<file path="config.mk">
export PLATFORM = sky130hd
export DESIGN_NAME = ext_unit_pipe
export DESIGN_NICKNAME = d
export VERILOG_FILES = /design/src/rtl/ext_unit_pipe.sv
export SDC_FILE = /design/constraint.sdc
export NUM_CORES = 1
export LEC_CHECK = 0
export CORE_UTILIZATION = 53
export DETAILED_ROUTE_END_ITERATION = 6
export GPL_TIMING_DRIVEN = 0
export HOLD_SLACK_MARGIN = 0.12
export PLACE_DENSITY = 0.8
export SLEW_MARGIN = 20
export SYNTH_ARGS = -nofsm -noshare
export SYNTH_HDL_FRONTEND = slang
export SYNTH_SLANG_ARGS = --single-unit
export TNS_END_PERCENT = 1
</file>
<file path="constraint.sdc">
create_clock -name clk -period 3 [get_ports clk]
set_input_delay 0.9 -clock clk [delete_from_list [all_inputs] [get_ports clk]]
set_output_delay 0.9 -clock clk [all_outputs]
set_load 0.05 [all_outputs]
</file>
<file path="src/rtl/ext_unit_pipe.sv">
// Registered immediate/data extender with a valid/ready handshake and a
// 2-entry skid buffer; entry0 is the head presented on out_*.
module ext_unit_pipe #(
  parameter int IN_W  = 16,
  parameter int OUT_W = 32
) (
  input  logic             clk,
  input  logic             rst,
  input  logic             in_valid,
  output logic             in_ready,
  input  logic [IN_W-1:0]  in_data,
  input  logic [2:0]       in_mode,
  output logic             out_valid,
  input  logic             out_ready,
  output logic [OUT_W-1:0] out_data,
  output logic             out_err,
  output logic [1:0]       occupancy
);

  localparam int H = IN_W / 2;

  typedef enum logic [1:0] {
    EMPTY = 2'd0,
    ONE   = 2'd1,
    TWO   = 2'd2
  } state_t;

  state_t state_q, state_d;

  logic             in_ready_q;
  logic [OUT_W-1:0] e0_data, e1_data;
  logic             e0_err, e1_err;

  logic             accept, pop;
  logic             load_e0, e0_from_in, load_e1;
  logic [OUT_W-1:0] sext;
  logic [OUT_W-1:0] new_data;
  logic             new_err;

  assign accept    = in_valid && in_ready_q;
  assign pop       = out_valid && out_ready;
  assign in_ready  = in_ready_q;
  assign out_valid = (state_q != EMPTY);
  assign occupancy = state_q;
  assign out_data  = e0_data;
  assign out_err   = e0_err;

  assign sext = {{(OUT_W-IN_W){in_data[IN_W-1]}}, in_data};

  always_comb begin
    new_data = '0;
    new_err  = 1'b0;
    case (in_mode)
      3'b000: new_data = {{(OUT_W-IN_W){1'b0}}, in_data};
      3'b001: new_data = sext;
      3'b010: new_data = {in_data, {(OUT_W-IN_W){1'b0}}};
      3'b011: new_data = sext << 2;
      3'b100: new_data = {{(OUT_W-H){in_data[H-1]}}, in_data[H-1:0]};
      3'b101: new_data = {{(OUT_W-H){1'b0}}, in_data[H-1:0]};
      default: begin
        new_data = '0;
        new_err  = 1'b1;
      end
    endcase
  end

  // Occupancy FSM also steers which buffer slot captures data on each edge.
  always_comb begin
    state_d    = state_q;
    load_e0    = 1'b0;
    e0_from_in = 1'b0;
    load_e1    = 1'b0;
    case (state_q)
      EMPTY: begin
        if (accept) begin
          state_d    = ONE;
          load_e0    = 1'b1;
          e0_from_in = 1'b1;
        end
      end
      ONE: begin
        if (accept && !pop) begin
          state_d = TWO;
          load_e1 = 1'b1;
        end else if (accept && pop) begin
          load_e0    = 1'b1;
          e0_from_in = 1'b1;
        end else if (pop) begin
          state_d = EMPTY;
        end
      end
      TWO: begin
        if (pop) begin
          state_d = ONE;
          load_e0 = 1'b1;
        end
      end
      default: state_d = EMPTY;
    endcase
  end

  // in_ready is registered from the next state so out_ready never reaches it combinationally.
  always_ff @(posedge clk) begin
    if (rst) begin
      state_q    <= EMPTY;
      in_ready_q <= 1'b1;
    end else begin
      state_q    <= state_d;
      in_ready_q <= (state_d != TWO);
    end
  end

  always_ff @(posedge clk) begin
    if (rst) begin
      e0_data <= '0;
      e0_err  <= 1'b0;
      e1_data <= '0;
      e1_err  <= 1'b0;
    end else begin
      if (load_e0) begin
        e0_data <= e0_from_in ? new_data : e1_data;
        e0_err  <= e0_from_in ? new_err  : e1_err;
      end
      if (load_e1) begin
        e1_data <= new_data;
        e1_err  <= new_err;
      end
    end
  end

endmodule

</file>
* Word level (Yosys, flattened, before mapping)
Index checks and enable logic that the tools add are counted.
Storage, ports and cells: output and inout port bits 37, bits in registers 69, input bits 23, word-level logic and storage cells 41
Operators by class: eq/ne operators 8, reduce and logical (&&, ||, !) cells 9, multiplexer cells 18
Operators by type and width (number):
- $pmux 32 s6 | 1
- $mux 32 | 1
- $mux 2 | 5
- $mux 1 | 8
- $eq 3x2->1 const B | 2
- $eq 3x3->1 const B | 2
- $pmux 2 s3 | 1
- $reduce_or 6->1 | 1
- $logic_and 1x1->1 | 4
- $eq 3x1->1 const B | 1
- $logic_not 3->1 | 1
- $pmux 1 s3 | 1
- $eq 2x1->1 const B | 1
- $eq 2x2->1 const B | 1
- $logic_not 2->1 | 1
- $ne 2x2->1 const B | 1
- $pmux 1 s2 | 1
- $reduce_bool 2->1 | 1
- $logic_not 1->1 | 1

* Logic depth before layout (Yosys ltp)
Gate-level depths: netlist of the first run.
depth in word-level cells 7, mapped depth 8, depth with buffers taken out 4

* Worst setup path before layout of the first run
Ideal clock, no wire load.
kind input-to-reg, from input in_mode[2], to register e0_data[21] (netlist: out_data[21]), path buffers 3, data required time 2.919 ns, stages on the path 7, setup time 0.081 ns, setup slack 0.783 ns, data arrival time 2.137 ns, cell sequence buf_4 -> and3b_1 -> clkbuf_1 -> buf_4 -> a211oi_1 -> or3_1 -> a211oi_2
On the way: longest elaborated chain between the ends 3, elaborated cells between the ends (all ways) 8, classes of those cells eq/ne: 5; mux: 2; reduce/logical: 1
Ends and longest elaborated chain:
- start: declaration | RTL line 12 | input logic [2:0] in_mode,
- $eq 3x3->1, or another cell as far along | RTL line 53 | case (in_mode)
- $pmux 32 s6 * | RTL line 53
- $mux 32 * | RTL line 121 | e0_data <= e0_from_in ? new_data : e1_data;
- end signal: assignment | RTL line 121
- end: declaration | RTL line 31 | logic [OUT_W-1:0] e0_data, e1_data;
Mark *: on every way between the ends. The rest lies on a longest branch, timed or not. A chain may end at the register's enable or synchronous reset.

* Worst setup path after layout of the first run
from register state_q[1] (netlist: occupancy[1]), to output out_valid
On the way: longest elaborated chain between the ends 1
Ends and longest elaborated chain:
- start: declaration | RTL line 28 | state_t state_q, state_d;
- start signal: assignment | RTL line 108 | state_q <= state_d;
- $reduce_bool 2->1 | RTL line 43 | assign out_valid = (state_q != EMPTY);
- end: declaration | RTL line 13 | output logic out_valid,
No other way between the ends.

==> results.sh, run 1 <==
export IMPL_wl_per_cell_um=17.1
export IMPL_async_reset_ff_share_pct=0
export IMPL_vias_per_cell=5.99
export IMPL_drc=0
export IMPL_htreeDepth=3
export IMPL_max_slew_margin_pct=53.6
export IMPL_cts_made_buffers=9
export IMPL_fill_cells=487
export IMPL_grt_ovfl_total=0
export IMPL_firstDrtPassIters=5
export IMPL_layoutNonFillerInstCount=523
export IMPL_die_w_um=81.6
export IMPL_yosys_register_bits=69
export IMPL_fmax_mhz=370
export IMPL_setup_ws_ns=0.300
export IMPL_cp_slowest_cell="clkdlybuf4s50_1"
export IMPL_syn_area_um2=3360
export IMPL_synth_seq_area_share_pct=41.2
export IMPL_tritoncts="built"
export IMPL_ys_flop_type="dfxtp_1"
export IMPL_drv_cap=0
export IMPL_synth_cells=375
export IMPL_syn_num_nets=398
export IMPL_grt_usage_pct=28.6
export IMPL_worst_pin_slew_ns=0.697
export IMPL_ys_warn_count=0
export IMPL_synth_edf_count=0
export IMPL_synth_common_cells="dfxtp_1 (69), nor2_1 (65), a211oi_1 (48), o21ai_0 (24), clkbuf_1 (23)"
export IMPL_drtIter0Drc=196
export IMPL_yosysTopAreaCell="dfxtp_1"
export IMPL_status="completed"
export IMPL_netlist_top_cells_area="dfxtp_1 (41%), a211oi_1 (11%), a211oi_2 (7.5%)"
export IMPL_crit_family="buffers and inverters"
export IMPL_grt_pass1_vias=2780
export IMPL_rows=28
export IMPL_hold_viol=0
export IMPL_vias=3132
export IMPL_clockBufferDepth=2
export IMPL_rsz0062_at_grt="false"
export IMPL_grt_pass1_wl_um=14100
export IMPL_root_buffer="clkbuf_8"
export IMPL_critPathMaxStageDelay_ns=0.70
export IMPL_crit_arrival_ns=1.80
export IMPL_antenna_found_initial=0
export IMPL_hold_path_class="flip-flop to flip-flop"
export IMPL_diodes=0
export IMPL_final_max_slew_viol_count=0
export IMPL_yosysMostFrequentCell="dfxtp_1"
export IMPL_initial_core_util_pct=55.7
export IMPL_layout_nets=466
export IMPL_post_route_period_util_pct=90.0
export IMPL_ios=60
export IMPL_synth_avg_cell_area_um2=8.95
export IMPL_gp_congestion=0.894
export IMPL_peakVddDrop_uv=418
export IMPL_worstSetupEndpointType="output pin"
export IMPL_cts_setup_buffers=0
export IMPL_synthToLayoutAreaGrowth_pct=26.5
export IMPL_die_h_um=81.6
export IMPL_drive_gt1_share_pct=14.1
export IMPL_io_buffer_count=57
export IMPL_path_buf_inv=2
export IMPL_synth_cell_types=39
export IMPL_setup_viol=0
export IMPL_place_worst_setup_slack_ns=-0.0915
export IMPL_ant_nets=0
export IMPL_hold_buffers=0
export IMPL_worst_clock_skew_ns=0.00692
export IMPL_path_max_fanout=8
export IMPL_cts_repair_resized=0
export IMPL_worstPathCellList="buf_6, or2_2, clkdlybuf4s50_1"
export IMPL_final_util_pct=70.5
export IMPL_total_leakage_power_nw=1.45
export IMPL_cts_num_sinks=69
export IMPL_required_ns=2.10
export IMPL_post_route_min_period_ns=2.70
export IMPL_die_area_um2=6650
export IMPL_power_density_nw_per_um2=579
export IMPL_grt_max_degree=12
export IMPL_total_power_mw=2.46
export IMPL_path_class="flip-flop to output pin"
export IMPL_tns_ns=0
export IMPL_dpl_cell_count=507
export IMPL_synth_top_area_share_pct=41.2
export IMPL_dp_hpwl_um=6450
export IMPL_clk_latency_ns=0.36
export IMPL_worst_setup_path_start_kind="flip-flop"
export IMPL_core_um2=6030
export IMPL_clk_pin_slew_ns=0.07
export IMPL_wirelength_um=8920
==> state kept, by name, summed over array words and instances, names as in the netlist <==
register	cells
e1_err	1
out_err	1
e1_data	32
occupancy	2
out_data	32
in_ready	1
==> cells in the final DEF (no fill, tap or decap), types with 2 or more instances in the layout <==
master / count
bufinv_16: 2
a211oi_2: 20
nor3b_1: 6
clkdlybuf4s50_1: 57
buf_2: 8
nor2b_1: 10
and3b_1: 2
nand2b_1: 10
nor2_1: 65
nand2_1: 10
mux2i_1: 7
clkbuf_1: 25
nor4bb_1: 2
a31oi_1: 6
dfxtp_1: 69
o32ai_1: 2
o21ai_0: 24
clkbuf_8: 11
a31o_2: 5
a221oi_1: 7
and2_1: 2
buf_6: 5
nor3b_2: 2
or3_1: 22
a211o_1: 2
a211oi_1: 48
buf_4: 3
==> path summary, 6_finish.rpt <==
kind / endpoint / cells past startpoint / startpoint / slack (ns)
min reg2reg: out_data[0] / 2 / e1_data[0] / 0.49
max reg2reg: out_data[17] / 5 / occupancy[0] / 1.00
min: out_data[0] / 2 / e1_data[0] / 0.49
max: out_valid / 3 / occupancy[1] / 0.30
==> layout make-up <==
| class | count | area [µm²] | share of cell area (%) |
|---|---|---|---|
| clock inverter | 3 | 67.6 | 1.59 |
| timing repair buffer | 57 | 571 | 13.4 |
| sequential | 69 | 1380 | 32.5 |
| buffer | 40 | 210 | 4.95 |
| tap | 75 | 93.8 | 2.21 |
| clock buffer | 13 | 159 | 3.74 |
| inverter | 1 | 3.75 | 0.0884 |
| multi-input combinational | 265 | 1760 | 41.5 |
==> routing by layer <==
metal,vias to the layer above,wire [µm],track usage (%)
met5,-,0,0
met4,0,259,14.4
met3,26,568,5.78
met2,115,4100,43.0
met1,1485,4000,38.7
li1,1506,-,-
==> report_power, final <==
part / total, mW / switching [mW] / internal [mW]
clock: 0.874 / 0.359 / 0.515
combinational: 0.580 / 0.368 / 0.212
sequential: 1.00 / 0.0303 / 0.974
total: 2.46 / 0.757 / 1.70
==> logic make-up after synthesis <==
family                 share of synthesized area [%]
buffers and inverters                           6.38
muxes                                           2.42
and+or+nand+nor                                 21.7
DFF                                             41.2
AOI/OAI and AO/OA                               28.4
==> worst register-to-register path: stages (launching register included) <==
cell	delay (ns)
dfxtp_1	0.37
nand3b_1	0.41
o21ai_2	0.33
clkbuf_1	0.45
nor2_1	0.12
a211oi_2	0.24
==> stage by stage <==
| step | hold WS, ns | area (µm²) |
|---|---|---|
| 2_1_floorplan | 0.455 | 3360 |
| 3_3_place_gp | 0.471 | 4020 |
| 3_5_place_dp | 0.476 | 4020 |
| 4_1_cts | 0.482 | 4250 |
| 5_1_grt | 0.512 | 4250 |
| 6_report | 0.490 | 4250 |
No activity file was read; power rests on OpenSTA's default activity.
==> run 2, diff against run 1 <==
--- a/constraint.sdc
+++ b/constraint.sdc
@@ -3,2 +3,2 @@
 set_output_delay 0.9 -clock clk [all_outputs]
-set_load 0.05 [all_outputs]
+set_load 0.1 [all_outputs]
==> run 2 against run 1 <==
Against the previous run:
- die area unchanged
- sequential share of layout area about the same
- global-route usage unchanged
- count of clock-buffer cells in the layout unchanged
- register-to-register slack worse by 0.03 ns
- sequential power is essentially flat
- combinational power up 27%
- worst setup slack lost 0.17 ns
- power rose by 6.3%
- wire length is 0.12% higher
- largest cell class unchanged
==> results.sh, run 2 (same netlist as run 1, synthesis figures left out) <==
export IMPL_status="completed"
export IMPL_die_h_um=81.6
export IMPL_initial_core_util_pct=55.7
export IMPL_diodes=0
export IMPL_layoutNonFillerInstCount=523
export IMPL_cts_made_buffers=9
export IMPL_setup_viol=0
export IMPL_worstSetupEndpointType="output pin"
export IMPL_final_util_pct=70.5
export IMPL_fmax_mhz=348
export IMPL_total_leakage_power_nw=1.46
export IMPL_grt_usage_pct=28.6
export IMPL_cts_num_sinks=69
export IMPL_vias_per_cell=5.97
export IMPL_wl_per_cell_um=17.1
export IMPL_worst_clock_skew_ns=0.00736
export IMPL_gp_congestion=0.894
export IMPL_grt_max_degree=12
export IMPL_firstDrtPassIters=4
export IMPL_post_route_min_period_ns=2.87
export IMPL_drtIter0Drc=214
export IMPL_place_worst_setup_slack_ns=-0.0915
export IMPL_ios=60
export IMPL_cp_slowest_cell="clkdlybuf4s50_1"
export IMPL_io_buffer_count=57
export IMPL_dpl_cell_count=507
export IMPL_tns_ns=0
export IMPL_dp_hpwl_um=6450
export IMPL_crit_family="buffers and inverters"
export IMPL_cts_setup_buffers=0
export IMPL_hold_path_class="flip-flop to flip-flop"
export IMPL_worst_pin_slew_ns=0.992
export IMPL_hold_viol=0
export IMPL_core_um2=6030
export IMPL_path_class="flip-flop to output pin"
export IMPL_vias=3122
export IMPL_die_area_um2=6650
export IMPL_worstPathCellList="clkdlybuf4s50_1"
export IMPL_critPathMaxStageDelay_ns=1.17
export IMPL_wirelength_um=8930
export IMPL_die_w_um=81.6
export IMPL_clockBufferDepth=2
export IMPL_power_density_nw_per_um2=615
export IMPL_htreeDepth=3
export IMPL_final_common_cell="dfxtp_1"
export IMPL_rows=28
export IMPL_required_ns=2.10
export IMPL_path_buf_inv=1
export IMPL_crit_arrival_ns=1.97
export IMPL_max_slew_margin_pct=33.7
export IMPL_peakVddDrop_uv=440
export IMPL_clk_pin_slew_ns=0.07
export IMPL_antenna_found_initial=0
export IMPL_post_route_period_util_pct=95.7
export IMPL_final_cell_mix="dfxtp_1 (69), nor2_1 (65), clkdlybuf4s50_1 (56)"
export IMPL_drc=0
export IMPL_setup_ws_ns=0.129
export IMPL_fill_cells=485
export IMPL_grt_ovfl_total=0
export IMPL_grt_pass1_wl_um=14100
export IMPL_final_max_slew_viol_count=0
export IMPL_path_max_fanout=7
export IMPL_layout_nets=466
export IMPL_synthToLayoutAreaGrowth_pct=26.6
export IMPL_ant_nets=0
export IMPL_hold_buffers=0
export IMPL_clk_latency_ns=0.35
export IMPL_drv_cap=0
export IMPL_grt_pass1_vias=2780
export IMPL_drive_gt1_share_pct=14.1
export IMPL_tritoncts="built"
export IMPL_worst_setup_path_start_kind="flip-flop"
export IMPL_root_buffer="clkbuf_8"
export IMPL_rsz0062_at_grt="false"
-- run 2: cell count changes in the layout (fill, tap and decap cells not counted) --
cell             previous run  this run
clkdlybuf4s50_1            57        56
dlymetal6s2s_1              0         1
-- run 2: path summary, 6_finish.rpt --
| check | cells after the start | endpoint | slack (ns) | from |
|---|---|---|---|---|
| worst max-delay path | 1 | occupancy[0] | 0.13 | occupancy[0] |
| worst min-delay path | 2 | out_data[0] | 0.49 | e1_data[0] |
| worst max register to register | 5 | out_data[17] | 0.97 | occupancy[0] |
| worst min register to register | 2 | out_data[0] | 0.49 | e1_data[0] |
-- run 2: power by group --
group	internal (mW)	leakage (nW)	switching (mW)
registers	0.974	0.564	0.0304
clock network	0.515	0.110	0.358
logic	0.212	0.787	0.524
-- run 2: stage by stage --
stage,power [mW],cell area [µm²],hold slack [ns]
final,2.61,4250,0.486
after global routing,2.70,4250,0.512
after CTS,2.62,4250,0.482
after detailed placement,1.76,4020,0.476
after global placement,1.75,4020,0.471
after floorplan,1.57,3360,0.455
-- run 2: area by class of cell --
| type | count | area (µm²) | share of cell area [%] |
|---|---|---|---|
| inverters | 1 | 3.75 | 0.0883 |
| well taps | 75 | 93.8 | 2.21 |
| flip-flops and latches | 69 | 1380 | 32.5 |
| multi-input cells | 265 | 1760 | 41.4 |
| plain buffers | 40 | 210 | 4.95 |
| clock buffers | 13 | 159 | 3.74 |
| clock inverters | 3 | 67.6 | 1.59 |
| repair buffers | 57 | 573 | 13.5 |
-- run 2: per-layer routing --
| metal | wire length [µm] | track usage [%] | vias up |
|---|---|---|---|
| met5 | 0 | 0 | - |
| met2 | 4120 | 43.0 | 104 |
| met4 | 238 | 14.4 | 0 |
| met1 | 3970 | 38.7 | 1491 |
| met3 | 597 | 5.78 | 23 |
| li1 | - | - | 1504 |
-- run 2: timing repair --
item | in CTS | in global routing
hold endpoints to repair | 0 | 0
gates resized for setup | 0 | 1
endpoints found under the setup margin | 0 | 1
==> run 3, diff against run 2 <==
Settings changed: SETUP_SLACK_MARGIN from default to 0.1.
==> run 3 against run 2 <==
Against the previous run:
- clock power about the same
- worst setup slack improved by 0.031 ns
- core utilization is essentially flat
- via count fell by 0.42%
- power fell by 0.15%
- sequential power hardly changed
==> results.sh, run 3 (same netlist as run 1, synthesis figures left out) <==
export IMPL_clockBufferDepth=2
export IMPL_die_area_um2=6650
export IMPL_cts_num_sinks=69
export IMPL_vias_per_cell=5.94
export IMPL_fmax_mhz=352
export IMPL_worst_pin_slew_ns=0.990
export IMPL_required_ns=2.10
export IMPL_layoutNonFillerInstCount=523
export IMPL_final_max_slew_viol_count=0
export IMPL_post_route_min_period_ns=2.84
export IMPL_ios=60
export IMPL_path_class="flip-flop to output pin"
export IMPL_dpl_cell_count=507
export IMPL_cts_setup_buffers=0
export IMPL_core_um2=6030
export IMPL_die_h_um=81.6
export IMPL_hold_buffers=0
export IMPL_layout_nets=466
export IMPL_crit_arrival_ns=1.94
export IMPL_grt_usage_pct=28.6
export IMPL_grt_pass1_vias=2780
export IMPL_path_buf_inv=1
export IMPL_cp_slowest_cell="clkdlybuf4s50_1"
export IMPL_grt_ovfl_total=0
export IMPL_final_util_pct=70.5
export IMPL_post_route_period_util_pct=94.7
export IMPL_vias=3109
export IMPL_worst_clock_skew_ns=0.00693
export IMPL_fill_cells=488
export IMPL_drive_gt1_share_pct=14.1
export IMPL_tritoncts="built"
export IMPL_rows=28
export IMPL_final_common_cell="dfxtp_1"
export IMPL_clk_latency_ns=0.35
export IMPL_final_cell_mix="dfxtp_1 (69), nor2_1 (65), clkdlybuf4s50_1 (55)"
export IMPL_worstSetupEndpointType="output pin"
export IMPL_firstDrtPassIters=4
export IMPL_rsz0062_at_grt="false"
export IMPL_ant_nets=0
export IMPL_clk_pin_slew_ns=0.07
export IMPL_hold_viol=0
export IMPL_antenna_found_initial=0
export IMPL_htreeDepth=3
export IMPL_power_density_nw_per_um2=614
export IMPL_diodes=0
export IMPL_gp_congestion=0.894
export IMPL_path_max_fanout=4
export IMPL_grt_pass1_wl_um=14100
export IMPL_die_w_um=81.6
export IMPL_root_buffer="clkbuf_8"
export IMPL_synthToLayoutAreaGrowth_pct=26.6
export IMPL_peakVddDrop_uv=440
export IMPL_total_power_mw=2.61
export IMPL_initial_core_util_pct=55.7
export IMPL_worstPathCellList="clkdlybuf4s50_1"
export IMPL_io_buffer_count=57
export IMPL_wl_per_cell_um=17.0
export IMPL_drc=0
export IMPL_wirelength_um=8910
export IMPL_setup_viol=0
export IMPL_worst_setup_path_start_kind="flip-flop"
export IMPL_max_slew_margin_pct=33.8
export IMPL_status="completed"
export IMPL_cts_made_buffers=9
export IMPL_critPathMaxStageDelay_ns=1.17
export IMPL_crit_family="buffers and inverters"
export IMPL_fin_hold_ws_ns=0.488
export IMPL_dp_hpwl_um=6450
export IMPL_grt_max_degree=12
export IMPL_drv_cap=0
export IMPL_drtIter0Drc=219
export IMPL_total_leakage_power_nw=1.46
export IMPL_hold_path_class="flip-flop to flip-flop"
## run 3: cell count changes in the layout (fill, tap and decap cells not counted), sizes merged
| cell | before | now |
|---|---|---|
| dlygate4sd2 | 0 | 1 |
| clkdlybuf4s50 | 56 | 55 |
## run 3: cell type report
class | count | area, µm² | share of cell area, %
plain buffers | 40 | 210 | 4.95
clock buffers | 13 | 159 | 3.74
clock inverters | 3 | 67.6 | 1.59
inverters | 1 | 3.75 | 0.0884
multi-input cells | 265 | 1760 | 41.4
flip-flops and latches | 69 | 1380 | 32.5
well taps | 75 | 93.8 | 2.21
repair buffers | 57 | 572 | 13.5
## run 3: metal layers
layer / vias to the layer above / part of all wire [%] / GRT usage [%]
li1: 1502 / - / -
met2: 109 / 46 / 43.0
met4: 0 / 2.7 / 14.4
met3: 24 / 6.9 / 5.78
met5: - / 0 / 0
met1: 1474 / 44 / 38.7
## run 3: per-stage QoR
step | cell area, µm² | setup TNS [ns] | setup WS (ns)
after floorplan | 3360 | 0 | 0.499
after global placement | 4020 | -0.0180 | -0.0122
after detailed placement | 4020 | -0.316 | -0.0915
after CTS | 4250 | 0 | 0.126
after global routing | 4250 | 0 | 0.133
final | 4250 | 0 | 0.160
## run 3: final timing paths
check                                  start           to  slack [ns]  cells past startpoint
worst max register to register  occupancy[0]      out_err        1.02                      7
worst min-delay path              e1_data[0]  out_data[0]        0.49                      2
worst min register to register    e1_data[0]  out_data[0]        0.49                      2
worst max-delay path                in_ready     in_ready        0.16                      1
## run 3: repair_timing
action                                 4_1_cts  5_1_grt
setup endpoints to repair                    1        1
pin swaps                                    0        0
endpoints found under the hold margin        0        0
gates resized for setup                      1        1
## run 3: power by group
group	internal, mW	leakage (nW)	switching, mW	total [mW]
sequential	0.974	0.564	0.0302	1.00
clock	0.515	0.110	0.358	0.872
combinational	0.210	0.791	0.523	0.733
